### config.mk
export PLATFORM = sky130hd
export DESIGN_NAME = sop_truth_eval
export DESIGN_NICKNAME = d
export VERILOG_FILES = /design/src/rtl/sop_truth_eval_pkg.sv /design/src/rtl/sop_truth_eval_table.sv /design/src/rtl/sop_truth_eval.sv
export SDC_FILE = /design/constraint.sdc
export NUM_CORES = 1
export LEC_CHECK = 0
export ABC_AREA = 1
export CORE_MARGIN = 3
export CORE_UTILIZATION = 50
export DETAILED_ROUTE_END_ITERATION = 16
export GPL_TIMING_DRIVEN = 0
export PLACE_DENSITY = 0.84
export RECOVER_POWER = 100
export SETUP_SLACK_MARGIN = 0.15
export SLEW_MARGIN = 20
export SYNTH_ARGS = -nofsm -noshare
export SYNTH_HDL_FRONTEND = slang
export SYNTH_SLANG_ARGS = --single-unit
### constraint.sdc
create_clock -name clk -period 2.1 [get_ports clk]
set_input_delay 0.525 -clock clk [delete_from_list [all_inputs] [get_ports clk]]
set_output_delay 0.525 -clock clk [all_outputs]
set_load 0.02 [all_outputs]
### src/rtl/sop_truth_eval_pkg.sv
// Shared definitions for the programmable sum-of-products evaluator.
package sop_truth_eval_pkg;

  typedef enum logic [1:0] {
    S_IDLE  = 2'd0,
    S_SWEEP = 2'd1,
    S_DONE  = 2'd2
  } state_t;

endpackage

### src/rtl/sop_truth_eval_table.sv
// Truth-table storage: 2^N_IN rows of N_CH bits, one synchronous write port and one asynchronous read port.
module sop_truth_table #(
  parameter int N_IN = 4,
  parameter int N_CH = 1
) (
  input  logic            clk,
  input  logic            rst,
  input  logic            we,
  input  logic [N_IN-1:0] waddr,
  input  logic [N_CH-1:0] wdata,
  input  logic [N_IN-1:0] raddr,
  output logic [N_CH-1:0] rdata
);

  localparam int ROWS = 1 << N_IN;

  logic [N_CH-1:0] mem_q [ROWS];
  logic [N_CH-1:0] mem_d [ROWS];

  always_comb begin
    mem_d = mem_q;
    if (we) mem_d[waddr] = wdata;
  end

  always_ff @(posedge clk or posedge rst) begin
    if (rst) mem_q <= '{default: '0};
    else     mem_q <= mem_d;
  end

  assign rdata = mem_q[raddr];

endmodule

### src/rtl/sop_truth_eval.sv
// N-input sum-of-products evaluator: direct registered evaluation in IDLE, or an automatic sweep
// over every input row that streams each row with its outputs and counts true minterms per channel.
module sop_truth_eval
  import sop_truth_eval_pkg::*;
#(
  parameter int N_IN = 4,
  parameter int N_CH = 1
) (
  input  logic                     clk,
  input  logic                     rst,
  input  logic                     cfg_we,
  input  logic [N_IN-1:0]          cfg_addr,
  input  logic [N_CH-1:0]          cfg_data,
  input  logic [N_IN-1:0]          in_vec,
  input  logic                     start,
  output logic [N_CH-1:0]          out_q,
  output logic [N_IN-1:0]          row_vec,
  output logic                     row_valid,
  output logic                     busy,
  output logic                     done,
  output logic [N_CH*(N_IN+1)-1:0] ones_cnt
);

  localparam int CNT_W = N_IN + 1;
  localparam logic [N_IN-1:0] LAST_ROW = '1;

  state_t                      state_q, state_d;
  logic [N_IN-1:0]             row_q, row_d;
  logic [N_IN-1:0]             row_vec_q, row_vec_d;
  logic [N_CH-1:0]             out_d;
  logic [N_CH-1:0][CNT_W-1:0]  cnt_q, cnt_d;
  logic [N_IN-1:0]             next_row;
  logic [N_IN-1:0]             rd_addr;
  logic [N_CH-1:0]             rd_data;
  logic [N_CH-1:0]             first_data;
  logic                        idle;
  logic                        accept;
  logic                        tbl_we;

  assign idle     = (state_q == S_IDLE);
  assign accept   = idle && start;
  assign tbl_we   = idle && cfg_we;
  assign next_row = row_q + N_IN'(1);

  // Outputs are fetched one row ahead so that row 0 is already on out_q in the first sweep cycle.
  always_comb begin
    rd_addr = next_row;
    if (idle) rd_addr = start ? '0 : in_vec;
  end

  // A row-0 write landing on the accept edge is not yet in the table, so forward it.
  always_comb begin
    first_data = rd_data;
    if (accept && cfg_we && (cfg_addr == '0)) first_data = cfg_data;
  end

  sop_truth_table #(
    .N_IN (N_IN),
    .N_CH (N_CH)
  ) u_table (
    .clk   (clk),
    .rst   (rst),
    .we    (tbl_we),
    .waddr (cfg_addr),
    .wdata (cfg_data),
    .raddr (rd_addr),
    .rdata (rd_data)
  );

  always_comb begin
    state_d   = state_q;
    row_d     = row_q;
    row_vec_d = row_vec_q;
    out_d     = out_q;
    cnt_d     = cnt_q;
    unique case (state_q)
      S_IDLE: begin
        out_d     = first_data;
        row_vec_d = rd_addr;
        if (start) begin
          state_d = S_SWEEP;
          row_d   = '0;
          cnt_d   = '0;
        end
      end
      S_SWEEP: begin
        for (int unsigned c = 0; c < N_CH; c++) begin
          cnt_d[c] = cnt_q[c] + CNT_W'(out_q[c]);
        end
        row_d = next_row;
        if (row_q == LAST_ROW) begin
          state_d = S_DONE;
        end else begin
          out_d     = rd_data;
          row_vec_d = next_row;
        end
      end
      S_DONE: begin
        state_d = S_IDLE;
      end
      default: begin
        state_d = S_IDLE;
      end
    endcase
  end

  always_ff @(posedge clk or posedge rst) begin
    if (rst) begin
      state_q   <= S_IDLE;
      row_q     <= '0;
      row_vec_q <= '0;
      out_q     <= '0;
      cnt_q     <= '0;
    end else begin
      state_q   <= state_d;
      row_q     <= row_d;
      row_vec_q <= row_vec_d;
      out_q     <= out_d;
      cnt_q     <= cnt_d;
    end
  end

  assign row_vec   = row_vec_q;
  assign row_valid = (state_q == S_SWEEP);
  assign busy      = (state_q != S_IDLE);
  assign done      = (state_q == S_DONE);
  assign ones_cnt  = cnt_q;

endmodule

# == After elaboration in Yosys (flattened, before gate mapping) ==
# Index checks and enable logic that the tools add are counted.
# totals
ff_bits,32
latch_bits,0
mem_bits_rw,0
mem_bits_ro,0
inputBits,13
out_inout_bits,13
elab_cells,66
n_memories,0
# op_classes
addsub,2
mul,0
div_mod_pow,0
n_lt_le_gt_ge,3
eq_ne,6
n_shift,0
mux,20
bitwise,2
reduce_logical,12
# ops
operator,n
bitwise mux 16 bit,1
2-to-1 mux 4 bit,4
case mux 4 bit (2 select lines),2
">= comparator 5 bit, second input constant",2
NOT 4 -> 5 bit,2
case mux 5 bit (2 select lines),1
AND reduction 2 bit,3
adder 5 x 1 -> 5 bit,1
logical AND 1 bit,5
"less-than comparator 5 x 1 -> 1 bit, second input constant",1
2-to-1 mux 1 bit,5
2-to-1 mux 5 bit,1
"adder 4 x 1 -> 4 bit, second input constant",1
binary-select mux 1 bit (select 4 bit),1
demux 1 bit (select 4 bit),1
"== test 4 bit, second input constant",1
logical NOT 4 bit,1
2-to-1 mux 2 bit,2
"inequality test 2 bit, second input constant",2
case mux 2 bit (2 select lines),1
nonzero test 2 bit,2
"== test 2 x 1 -> 1 bit, second input constant",1
"== test 2 bit, second input constant",1
logical NOT 2 bit,1
2 further kinds,2

# == Depth between registers and ports, before layout ==
# depth
depth_word,8
ltp_mapped,11
ltp_nobuf,11

# == Cells and area by module ==
# A second synthesis with hierarchy kept.
# hier_totals
hier_cells,234
area_unflattened_um2,1783.0
# modules_own_cells
mod,n_inst,cells_per_inst,area_per_inst_um2,seq_area_each_um2
sop_truth_table,1,129,903.4,400.4
sop_truth_eval,1,105,879.6,400.4

# == Least setup slack after synthesis ==
# OpenSTA, ideal clock, no wires.
# synth_timing
path_kind,register to register
start,register row_q[0]
end,register out_q
setup_time_ns,0.117
arrival_ns,1.348
required_ns,1.983
setup_slack_ns,0.635
stages_incl_launch_ff,12
n_path_buf,0
period_less_slack_ns,1.465
path_cell_list,dfrtp_1 > ha_1 > inv_1 > nand2_2 > nand2_2 > inv_2 > nand3_1 > nand3_1 > nand3_1 > nand3_1 > nand2_1 > nand2_1
# synth_between
elab_chain_len,8
word_cells_on_any_way,12
classes_between,add/sub (1); eq/ne (2); mux (7); bitwise (1); reduce/logical (1)
# synth_lines
item,line,source
from (decl),sop_truth_eval.sv:28,"logic [N_IN-1:0] row_q, row_d;"
from (signal assigned),sop_truth_eval.sv:116,row_q <= row_d;
adder 4 x 1 -> 4 bit,sop_truth_eval.sv:43,assign next_row = row_q + N_IN'(1);
2-to-1 mux 4 bit,sop_truth_eval.sv:48,if (idle) rd_addr = start ? '0 : in_vec;
NOT 4 -> 5 bit (not written as such),sop_truth_eval_table.sv:30,assign rdata = mem_q[raddr];
binary-select mux 1 bit (select 4 bit),sop_truth_eval_table.sv:30,
2-to-1 mux 1 bit (not written as such) (2 in series),sop_truth_eval_table.sv:30,
"2-to-1 mux 1 bit, on equally long branches","sop_truth_eval.sv:91, sop_truth_eval.sv:54",
case mux 1 bit (2 select lines),sop_truth_eval.sv:76,unique case (state_q)
to (signal assigned),sop_truth_eval.sv:118,out_q <= out_d;
to (decl),sop_truth_eval.sv:16,"output logic [N_CH-1:0] out_q,"
# Several ways; a longest one is shown, not always the timed one. The select of a mux whose other input is x is not followed.
# A chain may end at the register's enable or synchronous reset.

# == Final worst setup path ==
# layout_timing
start,register out_q
end,output port out_q
# No word-level cell between the ends.

==> impl_metrics.toml <==
[outcome]
status = "finished clean"

[cells_and_area]
num-fill-cells = 316
regArea_sq_um = 802.0
areaGrowthSynthToFinish_pct = 19.23
diodes = 0
stdcell_area_sq_um = 2126
nets = 258
drive_gt1_share_pct = 11.93
multi_input_area_sq_um = 789.5

[yosys]
synthesis.nets = 225
synth_cell_types = 28
synth_most_common_cell = "inv_1"
ys_top_cells_by_area = "dfrtp_1 (45%), inv_1 (7.2%), nand2_1 (6.9%)"
synth_edf_count = 0
synth_flop_cell = "dfrtp_1"
syn_inst = 209
yosysWarnings = 0
async_flop_share_pct = 100.0
synth.top_cells.by_count = "inv_1 (34), nand2_1 (33), dfrtp_1 (32)"
ys_seq_area_share_pct = 44.91
synth_top_area_cell = "dfrtp_1"
ys_seq_elements = 32
syn_area_sq_um = 1783
synth_top_area_share_pct = 44.91
syn_avg_cell_area_sq_um = 8.531

[setup_path]
crit_family = "buffers and inverters"
end_kind = "output pin"
slowest_delay_ns = 0.68
crit_path_max_fanout = 3
cp_cell_sequence = "dlygate4sd3_1"
rrSetupSlack_ns = 0.35
worst-path-buf-inv = 1
critPathSlowestCell = "dlygate4sd3_1"
crit_required_ns = 1.57
crit_type = "register to output pin"
arrival_ns = 1.40
start_kind = "register"

[detailed_routing]
vias = 1492
drc = 0
dr.pass1.iters = 4
drtIter0Drc = 126
ant_nets = 0
wire_per_inst_um = 12.58
via_per_inst = 5.163
wirelength_mm = 3.636

[sta]
whs_ns = 0.5138
final.setup.tns_ns = 0
fmax_mhz = 518.7
clock-skew-final_ns = 0.01479
max_slew_margin_pct = 20.66
post-route-min-period_ns = 1.928
setup_viol_count_final = 0
rsz0062_at_grt = "false"
slew_violations = 0
hold_viol = 0
fin_crit_sh_pct = 91.80
worst_slew_pin_slew_ns = 1.189

[global_routing]
grt_pass1_wl_mm = 6.354
grt_remaining_overflow = 0
grt_max_degree = 33
grt_usage_pct = 19.45
antenna_found_initial = 0
grt_pass1_vias = 1453

[place]
place_area_sq_um = 2091
place_hpwl_mm = 2.701
place.gp.congestion = 0.8018
port_buffers = 25

[cts]
clk-insertion-delay-late_ns = 0.33
cts_made_buffers = 5
clockBufferDepth = 2
path_clk_slew_ns = 0.10
clock-sinks = 32
cts_hold_buf = 0
cts_root_buf = "clkbuf_4"
tritoncts = "done"
htreeDepth = 2

[hold_path]
min_path_type = "register to register"

[floorplan]
io_pins = 26
die-area_sq_um = 4318
die_h_um = 65.72
rows = 21
start_util_pct = 52.60
die_w_um = 65.72
fp.coreArea_sq_um = 3390

[pwr]
peakVddDrop_mv = 0.5900
power_density_nw_per_um2 = 1543
p_leak_nw = 1.023

[job]
cap_violations = 0
-- cells by family after synthesis --
family	Yosys count	share of synthesized area, %
and+or+nand+nor	86	27.37
AOI/OAI and AO/OA	42	13.54
buffers and inverters	39	8.210
DFF	32	44.91
xor gates and xnor gates	4	1.965
muxes	3	1.895
adders and majority gates	3	2.105
-- per-layer routing --
metal / vias to the layer above / GRT usage (%) / wire length [um]
met5: - / 0 / 0
met4: 0 / 6.736 / 50
met3: 5 / 5.983 / 212
met2: 42 / 33.17 / 1770
met1: 691 / 23.02 / 1602
li1: 754 / - / -
-- per-stage QoR --
step | setup WS [ns] | instances | power, mW | utilization (%)
global route | 0.09640 | 289 | 3.583 | 62.72
global placement | 0.02124 | 280 | 2.812 | 61.68
detailed placement | 0.006137 | 280 | 2.851 | 61.68
CTS | 0.1182 | 288 | 3.377 | 64.41
finish | 0.1722 | 289 | 3.280 | 62.72
floorplan | 0.6353 | 209 | 2.356 | -
-- timing repair --
item                                    4_1_cts  5_1_grt
hold endpoints to repair                      0        0
gates resized for setup                       4        6
endpoints found under the setup margin        3        4
cloned                                        0        0
pin swaps                                     0        0
buffers inserted                              0        1
-- where the power goes --
part | leakage (nW) | internal (mW) | switching, mW
Sequential | 0.397 | 0.911 | 0.203
Combinational | 0.575 | 0.666 | 0.965
Clock | 0.0515 | 0.316 | 0.218
-- placed cells by master (no fill, tap or decap), drive strengths merged --
cell type / synthesis / final
a31oi: 14 / 14
clkdlybuf4s50: 0 / 10
nor3: 4 / 4
o21ai: 8 / 8
xor2: 2 / 2
a32o: 1 / 1
nor2: 15 / 15
ha: 3 / 3
o22ai: 1 / 1
bufinv: 0 / 1
nand2: 41 / 41
a22o: 1 / 1
dlygate4sd3: 0 / 10
xnor2: 2 / 2
clkbuf: 1 / 12
nand3: 23 / 23
mux2: 3 / 3
dfrtp: 32 / 32
dlygate4sd2: 0 / 2
a21oi: 17 / 17
nand3b: 3 / 3
inv: 38 / 38
-- cell type report --
cell class | count | share of cell area, %
timing repair buffer | 26 | 10.95
clock buffer | 7 | 3.061
sequential | 32 | 37.73
clock inverter | 1 | 1.413
tap | 46 | 2.707
inverter | 38 | 6.828
multi-input combinational | 138 | 37.14
buffer | 1 | 0.1766
-- flip-flops by register name, indices dropped and copies added, names as in the netlist --
name and count:
ones_cnt 5, state_q 2, row_q 4, u_table.mem_q 16
out_q 1, row_vec 4
-- final timing paths --
check                      startpoint           endpoint  cells past startpoint
setup / recovery                out_q              out_q                      1
hold / removal             row_vec[1]         row_vec[1]                      1
setup reg to reg           state_q[1]              out_q                      9
hold reg to reg            row_vec[1]         row_vec[1]                      1
max in group asynchronous         rst         state_q[1]                      2
min in group asynchronous         rst  u_table.mem_q[13]                      2
Power figures use the tool's default switching activity.
